`config.mk`:
```
export PLATFORM = sky130hd
export DESIGN_NAME = alu_req_scheduler
export DESIGN_NICKNAME = d
export VERILOG_FILES = /design/src/rtl/alu_sched_pkg.sv /design/src/rtl/rr_arbiter.sv /design/src/rtl/alu_req_scheduler.sv
export SDC_FILE = /design/constraint.sdc
export NUM_CORES = 1
export LEC_CHECK = 0
export ABC_AREA = 0
export ABC_CLOCK_PERIOD_IN_PS = 6570
export CORE_AREA = 3 3 160 162
export CTS_CLUSTER_DIAMETER = 150
export CTS_CLUSTER_SIZE = 24
export DETAILED_ROUTE_END_ITERATION = 8
export DIE_AREA = 0 0 163 165
export MAX_ROUTING_LAYER = met4
export PLACE_DENSITY = 0.7
export SLEW_MARGIN = 20
export SYNTH_ARGS = -nofsm -noshare
export SYNTH_HDL_FRONTEND = slang
export SYNTH_HIERARCHICAL = 1
export SYNTH_SLANG_ARGS = --single-unit
```
`constraint.sdc`:
```
create_clock -name clk -period 6.57 [get_ports clk]
set_input_delay 1.314 -clock clk [delete_from_list [all_inputs] [get_ports clk]]
set_output_delay 1.314 -clock clk [all_outputs]
set_load 0.01 [all_outputs]
```
`src/rtl/alu_sched_pkg.sv`:
```
// Shared types and constants for the ALU request scheduler: opcode encodings,
// datapath widths and the scheduler state encoding.
package alu_sched_pkg;

    localparam int ALU_OP_W = 3;
    localparam int DATA_W   = 32;

    localparam logic [ALU_OP_W-1:0] ALU_ADD = 3'b000;
    localparam logic [ALU_OP_W-1:0] ALU_SUB = 3'b001;
    localparam logic [ALU_OP_W-1:0] ALU_AND = 3'b010;
    localparam logic [ALU_OP_W-1:0] ALU_OR  = 3'b011;
    localparam logic [ALU_OP_W-1:0] ALU_SLT = 3'b100;

    typedef enum logic [1:0] {
        ST_IDLE = 2'd0,
        ST_EXEC = 2'd1,
        ST_RESP = 2'd2
    } state_t;

    // Everything above SLT (101..111) has no ALU meaning.
    function automatic logic is_legal_op(input logic [ALU_OP_W-1:0] op);
        return (op <= ALU_SLT);
    endfunction

endpackage

```
`src/rtl/rr_arbiter.sv`:
```
// Combinational round-robin arbiter: grants the first asserted request at or
// after ptr, wrapping modulo NREQ.
module rr_arbiter #(
    parameter int NREQ = 4,
    parameter int IDW  = 2
) (
    input  logic [NREQ-1:0] req,
    input  logic [IDW-1:0]  ptr,
    output logic [NREQ-1:0] grant,
    output logic [IDW-1:0]  grant_idx,
    output logic            grant_any
);

    always_comb begin
        int idx;
        idx       = 0;
        grant     = '0;
        grant_idx = '0;
        grant_any = 1'b0;
        // Walk the requests starting at ptr; the first hit wins.
        for (int k = 0; k < NREQ; k++) begin
            idx = int'(ptr) + k;
            if (idx >= NREQ) begin
                idx = idx - NREQ;
            end
            if (!grant_any && req[idx]) begin
                grant[idx] = 1'b1;
                grant_idx  = IDW'(idx);
                grant_any  = 1'b1;
            end
        end
    end

endmodule

```
`src/rtl/alu_req_scheduler.sv`:
```
// Shares one external combinational ALU among NREQ requesters: round-robin
// grant, operand latch, one execute cycle, then a held valid/ready response.
module alu_req_scheduler
    import alu_sched_pkg::*;
#(
    parameter int NREQ = 4,
    parameter int IDW  = 2
) (
    input  logic                     clk,
    input  logic                     rst_n,
    input  logic [NREQ-1:0]          req_valid,
    input  logic [ALU_OP_W*NREQ-1:0] req_op,
    input  logic [DATA_W*NREQ-1:0]   req_a,
    input  logic [DATA_W*NREQ-1:0]   req_b,
    output logic [NREQ-1:0]          req_ready,
    output logic [ALU_OP_W-1:0]      alu_ctr,
    output logic [DATA_W-1:0]        alu_a,
    output logic [DATA_W-1:0]        alu_b,
    input  logic [DATA_W-1:0]        alu_result,
    input  logic                     alu_zero,
    output logic                     rsp_valid,
    output logic [IDW-1:0]           rsp_id,
    output logic [DATA_W-1:0]        rsp_result,
    output logic                     rsp_zero,
    output logic                     rsp_err,
    input  logic                     rsp_ready
);

    logic [ALU_OP_W-1:0] op_arr [NREQ];
    logic [DATA_W-1:0]   a_arr  [NREQ];
    logic [DATA_W-1:0]   b_arr  [NREQ];

    generate
        for (genvar gi = 0; gi < NREQ; gi++) begin : g_unpack
            assign op_arr[gi] = req_op[ALU_OP_W*gi +: ALU_OP_W];
            assign a_arr[gi]  = req_a[DATA_W*gi +: DATA_W];
            assign b_arr[gi]  = req_b[DATA_W*gi +: DATA_W];
        end
    endgenerate

    state_t              state_reg;
    state_t              state_next;
    logic [IDW-1:0]      rr_ptr_reg;
    logic [IDW-1:0]      id_reg;
    logic [ALU_OP_W-1:0] op_reg;
    logic [DATA_W-1:0]   a_reg;
    logic [DATA_W-1:0]   b_reg;
    logic                err_reg;

    logic [NREQ-1:0]     grant;
    logic [IDW-1:0]      grant_idx;
    logic                grant_any;
    logic                accept;
    logic                grant_legal;

    rr_arbiter #(
        .NREQ (NREQ),
        .IDW  (IDW)
    ) u_arb (
        .req       (req_valid),
        .ptr       (rr_ptr_reg),
        .grant     (grant),
        .grant_idx (grant_idx),
        .grant_any (grant_any)
    );

    assign accept      = (state_reg == ST_IDLE) && grant_any;
    assign grant_legal = is_legal_op(op_arr[grant_idx]);

    // The ALU sees only the latched operands, so its inputs are steady for the whole op.
    assign alu_ctr = op_reg;
    assign alu_a   = a_reg;
    assign alu_b   = b_reg;

    always_comb begin
        state_next = state_reg;
        req_ready  = '0;
        case (state_reg)
            ST_IDLE: begin
                // Gated by rst_n so a grant cannot leak out while reset is held.
                if (rst_n) begin
                    req_ready = grant;
                end
                if (grant_any) begin
                    state_next = ST_EXEC;
                end
            end
            ST_EXEC: state_next = ST_RESP;
            ST_RESP: begin
                if (rsp_ready) begin
                    state_next = ST_IDLE;
                end
            end
            default: state_next = ST_IDLE;
        endcase
    end

    always_ff @(posedge clk or negedge rst_n) begin
        if (!rst_n) begin
            state_reg  <= ST_IDLE;
            rr_ptr_reg <= '0;
            id_reg     <= '0;
            op_reg     <= '0;
            a_reg      <= '0;
            b_reg      <= '0;
            err_reg    <= 1'b0;
            rsp_valid  <= 1'b0;
            rsp_id     <= '0;
            rsp_result <= '0;
            rsp_zero   <= 1'b0;
            rsp_err    <= 1'b0;
        end else begin
            state_reg <= state_next;
            if (accept) begin
                // Illegal opcodes run as a harmless ADD; the result is discarded later.
                op_reg     <= grant_legal ? op_arr[grant_idx] : ALU_ADD;
                err_reg    <= !grant_legal;
                a_reg      <= a_arr[grant_idx];
                b_reg      <= b_arr[grant_idx];
                id_reg     <= grant_idx;
                rr_ptr_reg <= (grant_idx == IDW'(NREQ-1)) ? '0 : grant_idx + 1'b1;
            end
            if (state_reg == ST_EXEC) begin
                rsp_valid  <= 1'b1;
                rsp_id     <= id_reg;
                rsp_err    <= err_reg;
                rsp_result <= err_reg ? '0 : alu_result;
                rsp_zero   <= !err_reg && alu_zero;
            end
            if ((state_reg == ST_RESP) && rsp_ready) begin
                rsp_valid <= 1'b0;
            end
        end
    end

endmodule
```
**Yosys cells after proc, flatten, opt, wreduce, memory -nomap -nowiden**

Cells that the tools add are included.

- Flip-flop bits (word level): 111
- Bits in latches: 0
- Bits in writable memories: 0
- ROM bits: 0
- Bits of input ports: 308
- Output and inout port bits: 108
- Word-level logic and storage cells: 116
- Memories: 0

- Add/subtract/negate cells: 8
- Multipliers: 0
- Div/mod/pow operators: 0
- $lt $le $gt $ge: 14
- Equality and inequality tests: 5
- Shift operators: 0
- Mux-type cells: 55
- Bitwise gates (word level): 4
- Reductions and logical operators: 18

Operator list:

| cell | number |
|---|---|
| two-way mux 32 bit | 9 |
| binary-select mux 32 bit (select 2 bit) | 2 |
| >= comparator 32 x 1 -> 1 bit (second input constant) | 4 |
| < comparator 32 x 4 -> 1 bit (second input constant) | 4 |
| >= comparator 32 x 4 -> 1 bit (second input constant) | 3 |
| subtractor 32 x 4 -> 32 bit (second input constant) | 3 |
| two-way mux 4 bit | 6 |
| two-way mux 1 bit | 18 |
| two-way mux 2 bit | 7 |
| bitwise OR 4 bit | 3 |
| logical AND 1 bit | 10 |
| two-way mux 3 bit | 3 |
| binary-select mux 1 bit (select 2 bit) | 4 |
| demux 1 bit (select 2 bit) | 4 |
| adder 2 x 2 -> 3 bit (second input constant) | 2 |
| binary-select mux 3 bit (select 2 bit) | 1 |
| case mux 2 bit (3 select lines) | 1 |
| zero test 1 bit | 5 |
| == test 2 bit (second input constant) | 2 |
| inequality test 2 bit (second input constant) | 2 |
| subtractor 2 x 3 -> 4 bit (second input constant) | 1 |
| adder 2 x 1 -> 3 bit (second input constant) | 1 |
| >= comparator 2 x 3 -> 1 bit (second input constant) | 1 |
| >= comparator 3 bit (second input constant) | 1 |
| other kinds (7) | 7 |

**Depth between registers and ports, before layout**

Gate-level depths: netlist (run 1).

- Word-level depth: 21
- Mapped depth: 14
- Gate-level depth less buffers: 9

**Hierarchy**

The synthesis (run 1) kept the hierarchy.

Modules (own cells, without submodules):

| module | times used | cells an instance | area an instance (um^2) | sequential area each (um^2) |
|---|---|---|---|---|
| alu_req_scheduler | 1 | 553 | 5954.5 | 2777.7 |
| rr_arbiter | 1 | 48 | 459.2 | 0.0 |

**Worst setup path after synthesis (run 1)**

No wires, ideal clock.

- Path type: input -> output
- Start point: in req_valid[2]
- End point: out req_ready[0]
- Arrival: 2.609 ns
- Data required time: 5.256 ns
- Slack: 2.647 ns
- Cell stages on the path: 6
- Path buffers: 1
- Cells stage by stage: mux4_2 -> buf_6 -> nor4b_4 -> a22oi_1 -> o21ai_0 -> and3_1

- Cells in the longest elaborated chain, start to end: 15
- Elaborated cells on any way between the ends: 30
- Classes of those cells: 21 x mux; 3 x bitwise; 6 x reduce/logical

RTL lines:

| item | line | RTL |
|---|---|---|
| from (decl) | alu_req_scheduler.sv:11 | `input logic [NREQ-1:0] req_valid,` |
| binary-select mux 1 bit (select 2 bit) | rr_arbiter.sv:26 | `if (!grant_any && req[idx]) begin` |
| two-way mux 1 bit (implied by the code) (2 in series) | rr_arbiter.sv:26 |  |
| two-way mux 1 bit | rr_arbiter.sv:26 |  |
| zero test 1 bit | rr_arbiter.sv:26 |  |
| logical AND 1 bit | rr_arbiter.sv:26 |  |
| two-way mux 1 bit | rr_arbiter.sv:26 |  |
| zero test 1 bit | rr_arbiter.sv:26 |  |
| logical AND 1 bit | rr_arbiter.sv:26 |  |
| two-way mux 1 bit | rr_arbiter.sv:26 |  |
| zero test 1 bit | rr_arbiter.sv:26 |  |
| logical AND 1 bit | rr_arbiter.sv:26 |  |
| two-way mux 4 bit * | rr_arbiter.sv:26 |  |
| via grant[0] | alu_req_scheduler.sv:50 | `logic [NREQ-1:0] grant;` |
| two-way mux 4 bit * | alu_req_scheduler.sv:81 | `if (rst_n) begin` |
| two-way mux 4 bit * | alu_req_scheduler.sv:78 | `case (state_reg)` |
| to (decl) | alu_req_scheduler.sv:15 | `output logic [NREQ-1:0] req_ready,` |

Mark *: on every way through the listed nets, which the timed path passes. The rest lies on a longest branch. The select of a mux whose other input is x is not followed.

**Final worst setup path (run 1)**

- Start point: in req_valid[3]
- End point: out req_ready[3]

Same word-level chain as after synthesis.

==> flow_metrics.env, run 1 <==
export IMPL_outcome="finished, final reports clean"
export IMPL_viasPerCell=4.62
export IMPL_io_pins=416
export IMPL_synth_seq_area_share=0.433
export IMPL_final_setup_tns_ns=0
export IMPL_pre_cts_slack_ns=1.38
export IMPL_synth_async_reset_ratio=1.00
export IMPL_nets=1308
export IMPL_startpoint="req_valid[3]"
export IMPL_synth_xor_xnor_area_share=0
export IMPL_grt_max_degree=74
export IMPL_endpoint_kind="output port"
export IMPL_rsz0062_at_grt="false"
export IMPL_cts_sinks=111
export IMPL_clkTransAtPathRegs_ns=0.07
export IMPL_finalSetupViolCount=0
export IMPL_cts_tree="built"
export IMPL_crit_end="req_ready[3]"
export IMPL_finalWorstSetupSlack_ns=1.38
export IMPL_tightest_slew_ns=0.900
export IMPL_synthAdderAreaFrac=0.0176
export IMPL_slew_violations=0
export IMPL_synth_edf_count=0
export IMPL_port_buffers=415
export IMPL_yosysWarnings=6
export IMPL_postCtsSetupRepairBufs=0
export IMPL_finalCritPeriodShare=0.790
export IMPL_die_height_um=165
export IMPL_synth_area_mm2=0.00641
export IMPL_synth_area_leaders="dfrtp_1 (43%), mux4_2 (24%), nand2_1 (14%), nand2b_1 (3.5%), o21ai_0 (2.8%)"
export IMPL_fin_total_pwr_mw=5.35
export IMPL_leakage_nw=4.65
export IMPL_wire_per_inst_um=19.1
export IMPL_fin_skew_ns=0.0144
export IMPL_worstPathRequired_ns=5.26
export IMPL_hold_viol=0
export IMPL_dp_hpwl_um=19900
export IMPL_rows=57
export IMPL_fin_hold_ws_ns=0.473
export IMPL_muxShareOfSynthArea=0.261
export IMPL_die_width_um=163
export IMPL_numCtsBuffers=9
export IMPL_drtIter0Drc=261
export IMPL_max_cap_violations=0
export IMPL_reg2reg_slack_ns=2.60
export IMPL_area_delta_synth_final_pct=73.4
export IMPL_insertion_delay_ns=0.36
export IMPL_drc_errors=0
export IMPL_gp_congestion=0.832
export IMPL_critPathKind="input pin to output port"
export IMPL_powerDensity_mw_per_mm2=481
export IMPL_wl_um=25200
export IMPL_die_area_mm2=0.0269
export IMPL_syn_inst=601
export IMPL_cts_max_path_buffers=2
export IMPL_cts_resized=0
export IMPL_r2r_start="rr_ptr_reg[0]"
export IMPL_post_synth_top_area_cell="dfrtp_1"
export IMPL_ant_nets=0
export IMPL_synth_top_family_by_area="multiplexers"
export IMPL_avgSynthCellArea_um2=10.7
export IMPL_r2r_end="alu_a[10]"
export IMPL_start_kind="input pin"
export IMPL_core_area_mm2=0.0242
export IMPL_htreeDepth=3
export IMPL_grt_antenna_before_repair=2
export IMPL_vias=6109
export IMPL_slew_headroom=0.400
export IMPL_clockRootBuffer="clkbuf_16"
export IMPL_r2r_cells=9
export IMPL_start_util=0.264
export IMPL_synthFlopType="dfrtp_1"
export IMPL_synthesis_nets=918
export IMPL_synth_cell_type_count=32
export IMPL_cp_arrival_ns=3.88
export IMPL_drt_first_pass_iters=4
export IMPL_vdd_drop_max_v=0.000478
export IMPL_synth_compound_area_frac=0.0497
export IMPL_synth_top_area_frac=0.433
export IMPL_grt_usage=0.185
export IMPL_cts_hold_buf=0
export IMPL_grt_remaining_overflow=0
export IMPL_fin_crit_ns=5.19
export IMPL_synth_simple_area_share=0.197
export IMPL_holdPathStages=2
export IMPL_worstPathMaxFanout=13
export IMPL_hold_class="flip-flop to flip-flop"
export IMPL_grt_pass1_wl_um=36800
export IMPL_max_freq_mhz=193
export IMPL_grt_pass1_vias=6352
export IMPL_synth_seq_cells=111
export IMPL_drive_above_1_share=0.107
==> cells in the mapped netlist (2+ instances only) <==
| cell type | instances |
|---|---|
| buf_2 | 24 |
| a22oi_1 | 8 |
| and3_1 | 4 |
| o21ai_1 | 4 |
| nand2b_1 | 36 |
| o21ai_0 | 36 |
| inv_1 | 4 |
| nand3b_1 | 2 |
| nand2_1 | 244 |
| mux2_2 | 4 |
| mux2i_1 | 2 |
| buf_6 | 5 |
| clkbuf_1 | 15 |
| o31ai_1 | 2 |
| mux4_1 | 2 |
| dfrtp_1 | 111 |
| mux4_2 | 69 |
| ha_1 | 9 |
| nor2_1 | 7 |
==> metrics by stage <==
step / util / cells / cell area, um2
4_1_cts: 0.459 / 1320 / 11100
5_1_grt: 0.459 / 1322 / 11100
3_3_place_gp: 0.446 / 1304 / 10800
2_1_floorplan: - / 601 / 6410
6_report: 0.459 / 1322 / 11100
3_5_place_dp: 0.446 / 1304 / 10800
==> per-layer routing <==
layer  vias up  part of all wire  global-route usage
met5         -                 0                   -
met3        17             0.097              0.0650
met2       268              0.50               0.311
li1       2865                 -                   -
met1      2959              0.39               0.214
met4         0             0.012              0.0427
==> how the worst min path moves through the flow <==
stage | end | from
6_report | alu_ctr[0] | alu_ctr[0]
5_1_grt | alu_b[27] | alu_b[27]
4_1_cts | alu_ctr[0] | alu_ctr[0]
3_5_place_dp | alu_ctr[0] | alu_ctr[0]
3_3_place_gp | alu_ctr[1] | alu_ctr[1]
2_1_floorplan | id_reg[0] | id_reg[0]
==> power by group <==
part / internal, mW / switching, mW / total, mW
combinational: 1.85 / 1.70 / 3.54
sequential: 1.03 / 0.219 / 1.25
clock: 0.270 / 0.292 / 0.563
==> cells by family (layout without fill, tap and decap cells) <==
family                     count (synthesis)  in the layout
and+or+nand+nor                          299            299
buffers and inverters                     50            445
AOI/OAI and AO/OA                         55             55
adders and majority gates                  9              9
DFF                                      111            111
muxes                                     77             77
other                                      0              2
==> cells in the final DEF, fill, tap and decap left out, drive strengths merged <==
cell / n
nor2: 7
a22oi: 8
nor4b: 1
clkinv: 2
buf: 10
nand2b: 36
and2b: 1
clkinvlp: 1
dfrtp: 111
inv: 9
and3: 4
o211ai: 1
nor3: 1
o221ai: 1
o21ai: 40
mux2i: 2
o31ai: 3
clkbuf: 9
nor2b: 1
mux4: 71
nand2: 244
clkdlybuf4s50: 414
nor4: 1
a21oi: 1
ha: 9
or3b: 1
mux2: 4
diode: 2
a32o: 1
nand3b: 2
==> worst max-delay path, cell delays in order <==
cell and delay [ns]:
clkdlybuf4s50_1 0.47, mux4_2 0.66, nor4b_4 0.45, a22oi_1 0.11, o21ai_0 0.10, and3_1 0.17, clkdlybuf4s50_1 0.59
==> cell type report <==
| cell class | count | area, um2 |
|---|---|---|
| Fill cell | 2292 | 13100 |
| Timing Repair Buffer | 424 | 4220 |
| Multi-Input combinational cell | 440 | 3400 |
| Sequential cell | 111 | 2780 |
| Tap cell | 324 | 405 |
| Clock buffer | 9 | 225 |
| Clock inverter | 7 | 72.6 |
| Inverter | 5 | 18.8 |
| Antenna cell | 2 | 5.00 |
Power figures use the tool's default switching activity.
==> inputs of run 2 (changes only) <==
--- a/config.mk
+++ b/config.mk
@@ -6,14 +6,14 @@
 export NUM_CORES = 1
 export LEC_CHECK = 0
 export ABC_AREA = 0
-export ABC_CLOCK_PERIOD_IN_PS = 6570
-export CORE_AREA = 3 3 160 162
+export ABC_CLOCK_PERIOD_IN_PS = 5300
+export CORE_AREA = 3 3 162 164
 export CTS_CLUSTER_DIAMETER = 150
 export CTS_CLUSTER_SIZE = 24
 export DETAILED_ROUTE_END_ITERATION = 8
-export DIE_AREA = 0 0 163 165
+export DIE_AREA = 0 0 165 167
 export MAX_ROUTING_LAYER = met4
-export PLACE_DENSITY = 0.7
+export PLACE_DENSITY = 0.69
 export SLEW_MARGIN = 20
 export SYNTH_ARGS = -nofsm -noshare
 export SYNTH_HDL_FRONTEND = slang
==> constraint.sdc (replaced) <==
create_clock -name clk -period 5.3 [get_ports clk]
set_input_delay 1.06 -clock clk [delete_from_list [all_inputs] [get_ports clk]]
set_output_delay 1.06 -clock clk [all_outputs]
set_load 0.01 [all_outputs]
==> run 2 against run 1 <==
Wire length is 3.3% lower. Critical path depth stayed put. Clock power is 29% higher. Global-route usage is 0.67 points lower. Cell count is 1.1% higher. Combinational power is 25% higher. Clock skew is 0.00057 ns lower. Via count is 0.33% lower. Sequential power is 24% higher. Total power is 25% higher.
==> flow_metrics.env, run 2 (synthesized netlist as in run 1, its figures left out) <==
export IMPL_outcome="finished, final reports clean"
export IMPL_postCtsSetupRepairBufs=0
export IMPL_clkTransAtPathRegs_ns=0.07
export IMPL_insertion_delay_ns=0.35
export IMPL_die_width_um=165
export IMPL_cts_max_path_buffers=2
export IMPL_r2r_end="alu_a[4]"
export IMPL_endpoint_kind="output port"
export IMPL_multiInputGateArea_mm2=0.00340
export IMPL_grt_antenna_before_repair=7
export IMPL_slew_violations=0
export IMPL_drc_errors=0
export IMPL_worstPathMaxFanout=13
export IMPL_core_area_mm2=0.0250
export IMPL_final_common_cell="clkdlybuf4s50_1"
export IMPL_seq_area_mm2=0.00278
export IMPL_crit_top_cell="clkdlybuf4s50_1"
export IMPL_critical_path_max_stage_delay_ns=0.66
export IMPL_fin_crit_ns=4.69
export IMPL_hold_viol=0
export IMPL_grt_max_degree=74
export IMPL_wire_per_inst_um=18.2
export IMPL_finalSetupViolCount=0
export IMPL_holdPathStages=2
export IMPL_cts_hold_buf=0
export IMPL_htreeDepth=3
export IMPL_drt_first_pass_iters=6
export IMPL_hold_class="flip-flop to flip-flop"
export IMPL_critical_path_cell_chain="clkdlybuf4s50_1, mux4_2, nor4b_4, a22oi_1, o21ai_0, and3_1, clkdlybuf4s50_1"
export IMPL_area_delta_synth_final_pct=74.5
export IMPL_finalCritPeriodShare=0.885
export IMPL_grt_pass1_vias=6624
export IMPL_wl_um=24400
export IMPL_path_buf_inv=2
export IMPL_rows=58
export IMPL_start_util=0.256
export IMPL_vdd_drop_max_v=0.000362
export IMPL_cts_sinks=111
export IMPL_drtIter0Drc=270
export IMPL_drive_above_1_share=0.110
export IMPL_vias=6089
export IMPL_max_freq_mhz=213
export IMPL_viasPerCell=4.56
export IMPL_r2r_start="rr_ptr_reg[0]"
export IMPL_grt_remaining_overflow=0
export IMPL_final_cell_mix="clkdlybuf4s50_1 (414), nand2_1 (244), dfrtp_1 (111)"
export IMPL_fill_cells=2396
export IMPL_path_delay_family="buffers and inverters"
export IMPL_ant_nets=0
export IMPL_clockRootBuffer="clkbuf_16"
export IMPL_min_from="id_reg[0]"
export IMPL_gp_congestion=0.819
export IMPL_port_buffers=415
export IMPL_startpoint="req_valid[3]"
export IMPL_reg2reg_slack_ns=1.44
export IMPL_start_kind="input pin"
export IMPL_utilization=0.447
export IMPL_cts_resized=0
export IMPL_fin_total_pwr_mw=6.71
export IMPL_numCtsBuffers=9
export IMPL_rsz0062_at_grt="false"
export IMPL_cp_arrival_ns=3.63
export IMPL_worstPathRequired_ns=4.24
export IMPL_slew_headroom=0.415
export IMPL_max_cap_violations=0
export IMPL_grt_usage=0.178
export IMPL_dp_hpwl_um=19200
export IMPL_io_pins=416
export IMPL_tightest_slew_ns=0.877
export IMPL_cts_tree="built"
export IMPL_fin_skew_ns=0.0138
export IMPL_leakage_nw=4.67
export IMPL_critPathKind="input pin to output port"
export IMPL_r2r_cells=9
export IMPL_powerDensity_mw_per_mm2=600
export IMPL_grt_pass1_wl_um=36800
export IMPL_crit_slowest_cell="mux4_2"
export IMPL_fin_hold_ws_ns=0.472
export IMPL_hold_end="id_reg[0]"
export IMPL_die_area_mm2=0.0276
export IMPL_nets=1311
export IMPL_final_setup_tns_ns=0
export IMPL_die_height_um=167
## run 2: per-stage QoR
stage               cell area, um2  setup slack [ns]  instances
floorplan                     6410              1.88        601
global placement             10900             0.681       1313
detailed placement           10900             0.620       1313
CTS                          11200             0.623       1329
global route                 11200             0.431       1336
finish                       11200             0.608       1336
## run 2: worst max path at each step
stage                         to  slack, ns  cells past startpoint
global route        req_ready[1]       0.43                      8
CTS                 req_ready[1]       0.62                      7
floorplan           req_ready[0]       1.88                      6
finish              req_ready[1]       0.61                      7
detailed placement  req_ready[1]       0.62                      7
global placement    req_ready[1]       0.68                      7
## run 2: metal layers
layer | global-route usage | up-vias | wire, um
met5 | - | - | 0
met4 | 0.0503 | 0 | 346
met3 | 0.0575 | 20 | 2380
met2 | 0.307 | 280 | 12500
met1 | 0.197 | 2916 | 9200
li1 | - | 2873 | -
## run 2: worst register-to-register path, stage by stage (launching register included)
cell and delay, ns:
dfrtp_1 0.75, inv_1 0.21, ha_1 0.42, mux4_2 0.45
nor3_1 0.37, a32o_4 0.71, buf_4 0.35, mux4_2 0.31
nand2_1 0.11, nand2_1 0.06
## run 2: power by group
group	switching [mW]	internal [mW]	total (mW)
logic	2.10	2.34	4.44
registers	0.272	1.27	1.55
clock network	0.345	0.379	0.724
total	2.72	3.99	6.71
## run 2: area by class of cell
type                       instances  area share
inverter                           5     0.00168
tap                              330      0.0369
antenna                            7     0.00157
sequential                       111       0.248
clock buffer                       9      0.0201
clock inverter                     7     0.00771
timing repair buffer             427       0.380
multi-input combinational        440       0.304
==> inputs of run 3 (changes only) <==
--- a/config.mk
+++ b/config.mk
@@ -8,7 +8,7 @@
 export ABC_AREA = 0
 export ABC_CLOCK_PERIOD_IN_PS = 5300
 export CORE_AREA = 3 3 162 164
-export CTS_CLUSTER_DIAMETER = 150
+export CTS_CLUSTER_DIAMETER = 50
 export CTS_CLUSTER_SIZE = 24
 export DETAILED_ROUTE_END_ITERATION = 8
 export DIE_AREA = 0 0 165 167
==> results of run 3 <==
No change in the layout: final DEF, timing and power equal those of run 2.
